<file path="src/rtl/i2c_pkg.sv">
// Shared I2C definitions for the EEPROM data-path blocks: address width,
// general-call address and the slave address-phase state encoding.
package i2c_pkg;

  localparam int unsigned I2C_ADDR_W    = 7;
  localparam logic [6:0]  GEN_CALL_ADDR = 7'h00;

  typedef enum logic [2:0] {
    ST_IDLE,
    ST_SHIFT,
    ST_ACK,
    ST_HOLD,
    ST_IGNORE
  } i2c_state_e;

endpackage

</file>
<file path="src/rtl/i2c_bus_sync.sv">
// SCL/SDA synchronisers plus edge, START and STOP event detection.
// Events are combinational from the last sync stage and its delayed copy.
module i2c_bus_sync #(
  parameter int unsigned SYNC_STAGES = 2
) (
  input  logic clk,
  input  logic reset_n,
  input  logic scl_in,
  input  logic sda_in,
  output logic s_scl,
  output logic s_sda,
  output logic scl_rise,
  output logic scl_fall,
  output logic start_det,
  output logic stop_det
);

  logic [SYNC_STAGES-1:0] r_scl_sync;
  logic [SYNC_STAGES-1:0] r_sda_sync;
  logic                   r_scl_prev;
  logic                   r_sda_prev;

  // Reset to the idle-bus level so releasing reset cannot fake an event.
  always_ff @(posedge clk or negedge reset_n) begin
    if (!reset_n) begin
      r_scl_sync <= '1;
      r_sda_sync <= '1;
      r_scl_prev <= 1'b1;
      r_sda_prev <= 1'b1;
    end else begin
      r_scl_sync <= {r_scl_sync[SYNC_STAGES-2:0], scl_in};
      r_sda_sync <= {r_sda_sync[SYNC_STAGES-2:0], sda_in};
      r_scl_prev <= s_scl;
      r_sda_prev <= s_sda;
    end
  end

  assign s_scl     = r_scl_sync[SYNC_STAGES-1];
  assign s_sda     = r_sda_sync[SYNC_STAGES-1];
  assign scl_rise  =  s_scl & ~r_scl_prev;
  assign scl_fall  = ~s_scl &  r_scl_prev;
  assign start_det = ~s_sda &  r_sda_prev & s_scl & r_scl_prev;
  assign stop_det  =  s_sda & ~r_sda_prev & s_scl & r_scl_prev;

endmodule

</file>
<file path="src/rtl/i2c_addr_matcher.sv">
// I2C slave address front end: shifts in the address byte after START,
// compares against {DEV_PREFIX, pin_addr} (optionally general call) and ACKs.
module i2c_addr_matcher
  import i2c_pkg::*;
#(
  parameter logic [6:0]  DEV_PREFIX  = 7'b0001000,
  parameter int unsigned PIN_W       = 3,
  parameter bit          GEN_CALL_EN = 1'b0,
  parameter int unsigned SYNC_STAGES = 2
) (
  input  logic                              clk,
  input  logic                              reset_n,
  input  logic                              scl_in,
  input  logic                              sda_in,
  input  logic [((PIN_W > 0) ? PIN_W : 1)-1:0] pin_addr,
  input  logic                              enable,
  output logic                              sda_oe,
  output logic                              addr_match,
  output logic                              rw,
  output logic                              gen_call,
  output logic                              selected,
  output logic [I2C_ADDR_W-1:0]             rx_addr
);

  logic w_s_scl, w_s_sda, w_scl_rise, w_scl_fall, w_start, w_stop;

  i2c_bus_sync #(
    .SYNC_STAGES(SYNC_STAGES)
  ) u_sync (
    .clk      (clk),
    .reset_n  (reset_n),
    .scl_in   (scl_in),
    .sda_in   (sda_in),
    .s_scl    (w_s_scl),
    .s_sda    (w_s_sda),
    .scl_rise (w_scl_rise),
    .scl_fall (w_scl_fall),
    .start_det(w_start),
    .stop_det (w_stop)
  );

  logic [I2C_ADDR_W-1:0] w_dev_id;

  // DEV_PREFIX carries 7-PIN_W meaningful low bits.
  generate
    if (PIN_W == 0) begin : g_id_prefix
      assign w_dev_id = DEV_PREFIX;
    end else if (PIN_W >= 7) begin : g_id_pins
      assign w_dev_id = pin_addr[6:0];
    end else begin : g_id_mixed
      assign w_dev_id = {DEV_PREFIX[6-PIN_W:0], pin_addr};
    end
  endgenerate

  i2c_state_e            r_state;
  logic [6:0]            r_shift;
  logic [3:0]            r_bit_cnt;
  logic                  r_sda_oe;
  logic                  r_addr_match;
  logic                  r_rw;
  logic                  r_gen_call;
  logic                  r_selected;
  logic [I2C_ADDR_W-1:0] r_rx_addr;

  logic [7:0] w_byte;
  logic       w_is_gc;
  logic       w_hit;

  assign w_byte  = {r_shift, w_s_sda};
  assign w_is_gc = GEN_CALL_EN && (w_byte[7:1] == GEN_CALL_ADDR) && !w_byte[0];
  assign w_hit   = (w_byte[7:1] == w_dev_id) || w_is_gc;

  always_ff @(posedge clk or negedge reset_n) begin
    if (!reset_n) begin
      r_state      <= ST_IDLE;
      r_shift      <= '0;
      r_bit_cnt    <= '0;
      r_sda_oe     <= 1'b0;
      r_addr_match <= 1'b0;
      r_rw         <= 1'b0;
      r_gen_call   <= 1'b0;
      r_selected   <= 1'b0;
      r_rx_addr    <= '0;
    end else begin
      r_addr_match <= 1'b0;
      if (!enable) begin
        r_state    <= ST_IDLE;
        r_sda_oe   <= 1'b0;
        r_selected <= 1'b0;
        r_rw       <= 1'b0;
        r_gen_call <= 1'b0;
        r_bit_cnt  <= '0;
      end else if (w_stop) begin
        r_state    <= ST_IDLE;
        r_sda_oe   <= 1'b0;
        r_selected <= 1'b0;
        r_rw       <= 1'b0;
        r_gen_call <= 1'b0;
      end else if (w_start) begin
        r_state    <= ST_SHIFT;
        r_sda_oe   <= 1'b0;
        r_selected <= 1'b0;
        r_bit_cnt  <= '0;
      end else begin
        case (r_state)
          ST_SHIFT: begin
            if (w_scl_rise) begin
              r_shift   <= w_byte[6:0];
              r_bit_cnt <= r_bit_cnt + 4'd1;
              if (r_bit_cnt == 4'd7) begin
                r_rx_addr <= w_byte[7:1];
                if (w_hit) begin
                  r_addr_match <= 1'b1;
                  r_rw         <= w_byte[0];
                  r_gen_call   <= w_is_gc;
                  r_selected   <= 1'b1;
                  r_state      <= ST_ACK;
                end else begin
                  r_state <= ST_IGNORE;
                end
              end
            end
          end
          // First fall (end of 8th bit) drives ACK, second fall releases it.
          ST_ACK: begin
            if (w_scl_fall) begin
              if (!r_sda_oe) begin
                r_sda_oe <= 1'b1;
              end else begin
                r_sda_oe <= 1'b0;
                r_state  <= ST_HOLD;
              end
            end
          end
          default: ;
        endcase
      end
    end
  end

  assign sda_oe     = r_sda_oe & enable;
  assign addr_match = r_addr_match;
  assign rw         = r_rw;
  assign gen_call   = r_gen_call;
  assign selected   = r_selected;
  assign rx_addr    = r_rx_addr;

endmodule

</file>
<file path="config.mk">
export PLATFORM = sky130hd
export DESIGN_NAME = i2c_addr_matcher
export DESIGN_NICKNAME = d
export VERILOG_FILES = /design/src/rtl/i2c_pkg.sv /design/src/rtl/i2c_bus_sync.sv /design/src/rtl/i2c_addr_matcher.sv
export SDC_FILE = /design/constraint.sdc
export NUM_CORES = 1
export LEC_CHECK = 0
export ABC_CLOCK_PERIOD_IN_PS = 2009
export CAP_MARGIN = 0
export CORE_UTILIZATION = 35
export DETAILED_ROUTE_END_ITERATION = 16
export SYNTH_ARGS = -nofsm -noshare
export SYNTH_HDL_FRONTEND = slang
export SYNTH_SLANG_ARGS = --single-unit
</file>
<file path="constraint.sdc">
create_clock -name clk -period 2.01 [get_ports clk]
set_input_delay 0.201 -clock clk [delete_from_list [all_inputs] [get_ports clk]]
set_output_delay 0.201 -clock clk [all_outputs]
set_load 0.02 [all_outputs]
</file>
After elaboration in Yosys (flattened, before gate mapping):

Cells that the tools add are included.

* $add $sub $neg: 1
* equality and inequality tests: 23
* multiplexer cells: 48
* bitwise gates (word level): 15
* reductions and logical operators: 7

Operators with widths (count)
* $mux W1: 34
* $mux W3: 8
* $ne A4 B1 Y1 const B: 6
* $mux W4: 5
* $ne A3 B1 Y1 const B: 6
* $reduce_and A5 Y1: 3
* $ne A5 B2 Y1 const B: 2
* $ne A5 B3 Y1 const B: 2
* $and A1 B1 Y1: 9
* $eq A7 B7 Y1: 1
* $not A1 Y1: 6
* $pmux W3 S2: 1
* $reduce_and A6 Y1: 1
* $ne A5 B1 Y1 const B: 1
* $add A4 B1 Y4 const B: 1
* $eq A4 B3 Y1 const B: 1
* $reduce_and A4 Y1: 1
* $eq A3 B1 Y1 const B: 1
* $eq A3 B2 Y1 const B: 1
* $ne A3 B3 Y1 const B: 1
* $reduce_and A3 Y1: 1
* $ne A2 B2 Y1 const B: 1
* $reduce_and A2 Y1: 1

* flip-flop bits (word level): 32
* input bits: 8
* output and inout bits: 12
* logic and storage cells: 107

Depth between registers and ports, before layout:

* depth after elaboration: 8
* depth in mapped cells: 5
* mapped depth without buffers: 5

Modules after synthesis:

From an unflattened synthesis, not the netlist that was laid out.

* cells, all modules: 110
* area, all modules: 1391.3 µm²

By module, submodules not included
* i2c_addr_matcher: times used 1, cells each 100, area an instance 1201.2 µm²
* i2c_bus_sync: times used 1, cells each 10, area an instance 190.2 µm²

Worst setup path before layout:

OpenSTA, ideal clock, no wires.

* path kind: register -> register
* from: reg u_sync.r_scl_sync[1]
* to: reg r_shift[0]
* setup time: 125 ps
* arrival time: 1455 ps
* data required time: 1885 ps
* setup slack: 430 ps
* cell stages (with the launch flop): 6
* path buffers: 1
* clock period less this slack: 1580 ps
* path through: dfstp_2 > and4bb_4 > and2_4 > buf_8 > nand2_8 > mux2_4

* longest elaborated chain between the ends: 4

Ends and longest elaborated chain
* start, declared: line i2c_bus_sync.sv:18 `logic [SYNC_STAGES-1:0] r_scl_sync;`
* start signal, assigned: line i2c_bus_sync.sv:31 `r_scl_sync <= {r_scl_sync[SYNC_STAGES-2:0], scl_in};`
* $and A1 B1 Y1 (on tied branches) (2 in series): line i2c_bus_sync.sv:42, i2c_bus_sync.sv:43
* $not A1 Y1 (no source line)
* $reduce_and A5 Y1 (no source line) *
* end signal, assigned: line i2c_addr_matcher.sv:108 `r_shift <= w_byte[6:0];`
* end, declared: line i2c_addr_matcher.sv:56 `logic [6:0] r_shift;`

Every way passes the cells marked *; elsewhere a longest branch is shown, timed or not.
A chain may end at the register's enable or synchronous reset.

Final worst setup path:

* from: reg u_sync.r_scl_sync[1]
* to: reg r_rx_addr[3] (netlist: rx_addr[3])

* longest elaborated chain between the ends: 4

Ends and longest elaborated chain
* $and A1 B1 Y1 (on tied branches) (2 in series): line i2c_bus_sync.sv:42, i2c_bus_sync.sv:43
* $not A1 Y1 (no source line)
* $reduce_and A6 Y1 (no source line) *
* end signal, assigned: line i2c_addr_matcher.sv:111 `r_rx_addr <= w_byte[7:1];`
* end, declared: line i2c_addr_matcher.sv:63 `logic [I2C_ADDR_W-1:0] r_rx_addr;`

Marks and branches as above.

==> run metrics <==
Fin Hold WS=306 ps; worst min path class=in -> async; critical path arrival=1860 ps; Final Routed Wirelength=2400 microns; commonest non-fill, non-tap cell in the layout=dfrtp_1; Gate Count Post-Synth=107; final setup vio count=0; max cap viols=0; vias in the first global route=884; Chip Width=66.0 microns; First-pass DRT Iterations=4; Area Growth Syn to Fin=22.7%; TNS Setup=0 ps; clk sink count=31; Iteration-0 DRC Markers=26; crit path kind=reg -> reg; CTS Buffer Depth=2; Die ar.=4350 sq um; Tot Pwr=1.26 mW; Num CTS Buffers=5; f_max=0.591 GHz; sequential area share after synthesis=54.7%; routed vias/inst=4.98; Final WS setup=317 ps; via count=897; H-tree Lvls=2; Pleak=0.812 nW; Final Skew=3.96 ps; initial antenna violation count=0; first-pass GRT wire length=4220 microns; status=finished clean; ant diodes=0; layout cells sized above 1=27.3%; Slew Viols, Final=0; Routed Antenna Nets=0; Resize count post-CTS=0; Nets=140; DIE HEIGHT=66.0 microns; Peak VDD IR=0.391 mV; Ys Warns=0; gpl congestion=0.842; largest net degree at the start of global routing=32; fraction of registers with async set/reset=100%; Post-synth EDFFs=0; Netlist cell types=38; Crit Path Max Fanout=8; CTS clk-pin slew, worst paths=60 ps; placed cell count=172; unrepaired setup endpoints after global routing=no; dpl cell area=1650 sq um; Synth Flop Type=dfrtp_1; Final Cycle Share=84.2%; Tmin final=1690 ps; remaining global-route overflow=0; Post-CTS Setup Inserts=0; CTS tree=built; PD cells=720 nW/um^2; I/O Buffers=18; post-route design area=1760 sq um; Clock Latency Late Sink=280 ps; multi-input logic area=611 sq um; fin util=46.2%; estimated wirelength of the detail-placed design=1640 microns; Worst EP required=2180 ps; area of the core=3800 sq um; syn_area_per_cell=13.4 sq um; register bit total from synthesis=31; starting density of the core=37.7%; DP Worst Slack=322 ps; WL per Instance=13.3 microns; # rows=22; most frequent cells in the layout=dfrtp_1, clkdlybuf4s50_1; syn nets=116; crit path capture type=flop; root buf cell=clkbuf_8; Fillers=344; hold bufs inserted after CTS=0; fin cells=180; I/O pins=20; startpoint types=flop; area of the mapped netlist=1430 sq um; Final Hold Viols=0; DRC violation count after routing=0; GRT Overall Usage=13.3%; register area=783 sq um
==> state kept, by name (all words and copies together), names as in the netlist <==
register / count
u_sync.r_sda_sync: 2
r_state: 3
r_shift: 7
rw: 1
u_sync.r_sda_prev: 1
rx_addr: 7
addr_match: 1
r_sda_oe: 1
selected: 1
r_bit_cnt: 4
u_sync.r_scl_prev: 1
u_sync.r_scl_sync: 2
==> area by class of cell <==
cell class                      count  area share, %
Timing Repair Buffer               20           11.1
Tap cell                           48           3.42
Clock inverter                      1          0.427
Inverter                            1          0.214
Multi-Input combinational cell     72           34.8
Sequential cell                    31           44.6
Clock buffer                        7           5.48
==> where the power goes <==
part	total, mW	internal [mW]	switching, mW	leakage, nW
Combinational	0.0681	0.0327	0.0354	0.351
Clock	0.540	0.311	0.229	0.0505
Sequential	0.657	0.641	0.0160	0.410
Total	1.26	0.985	0.280	0.812
==> cells by family (layout without fill, tap and decap cells) <==
family,after synthesis,in the layout,synth area share (%)
other,1,1,0.262
AOI/OAI and AO/OA,10,10,5.16
adders and majority gates,1,1,0.874
xor gates and xnor gates,9,9,5.51
and+or+nand+nor,35,35,16.6
muxes,16,16,14.2
DFF,31,31,54.7
buffers and inverters,4,29,2.62
==> cells in the mapped netlist, drive strengths merged, types with 2 or more instances <==
cell	instances	share of area, %
nand3b	2	1.0
nand4b	2	1.2
nand4	2	1.3
nor3	3	1.0
dfrtp	25	44
o21ai	3	1.0
mux2	14	13
mux2i	2	1.4
and4bb	2	2.0
nor2	6	1.6
nand3	6	2.1
xnor2	7	4.3
nand2	4	2.2
and2	3	1.5
buf	3	2.4
dfstp	6	11
o21a	2	1.0
xor2	2	1.2
==> per-layer routing <==
layer  track usage, %  wire length [microns]  share of wire, %  vias to the layer above
met4             4.79                     29               1.2                        0
met1             18.0                   1230                51                      448
met5                0                      0                 0                        -
met3             5.86                    131               5.5                        3
met2             18.6                   1010                42                       19
li1                 -                      -                 -                      427
==> path summary, 6_finish.rpt <==
check,slack (ps),depth (start not counted),endpoint,startpoint
min,310,2,rx_addr[3],reset_n
max reg2reg,320,3,rx_addr[3],u_sync.r_scl_sync[1]
max in group asynchronous,1380,2,u_sync.r_sda_prev,reset_n
min reg2reg,350,0,u_sync.r_sda_sync[1],u_sync.r_sda_sync[0]
min in group clk,330,1,u_sync.r_sda_sync[0],sda_in
max,320,3,rx_addr[3],u_sync.r_scl_sync[1]
==> worst max-delay path, stage by stage, from the launching register on <==
cell and delay (ps):
dfstp_2 610, and4bb_4 300, nand4_2 300, mux2_2 370
No activity file was read; power rests on OpenSTA's default activity.
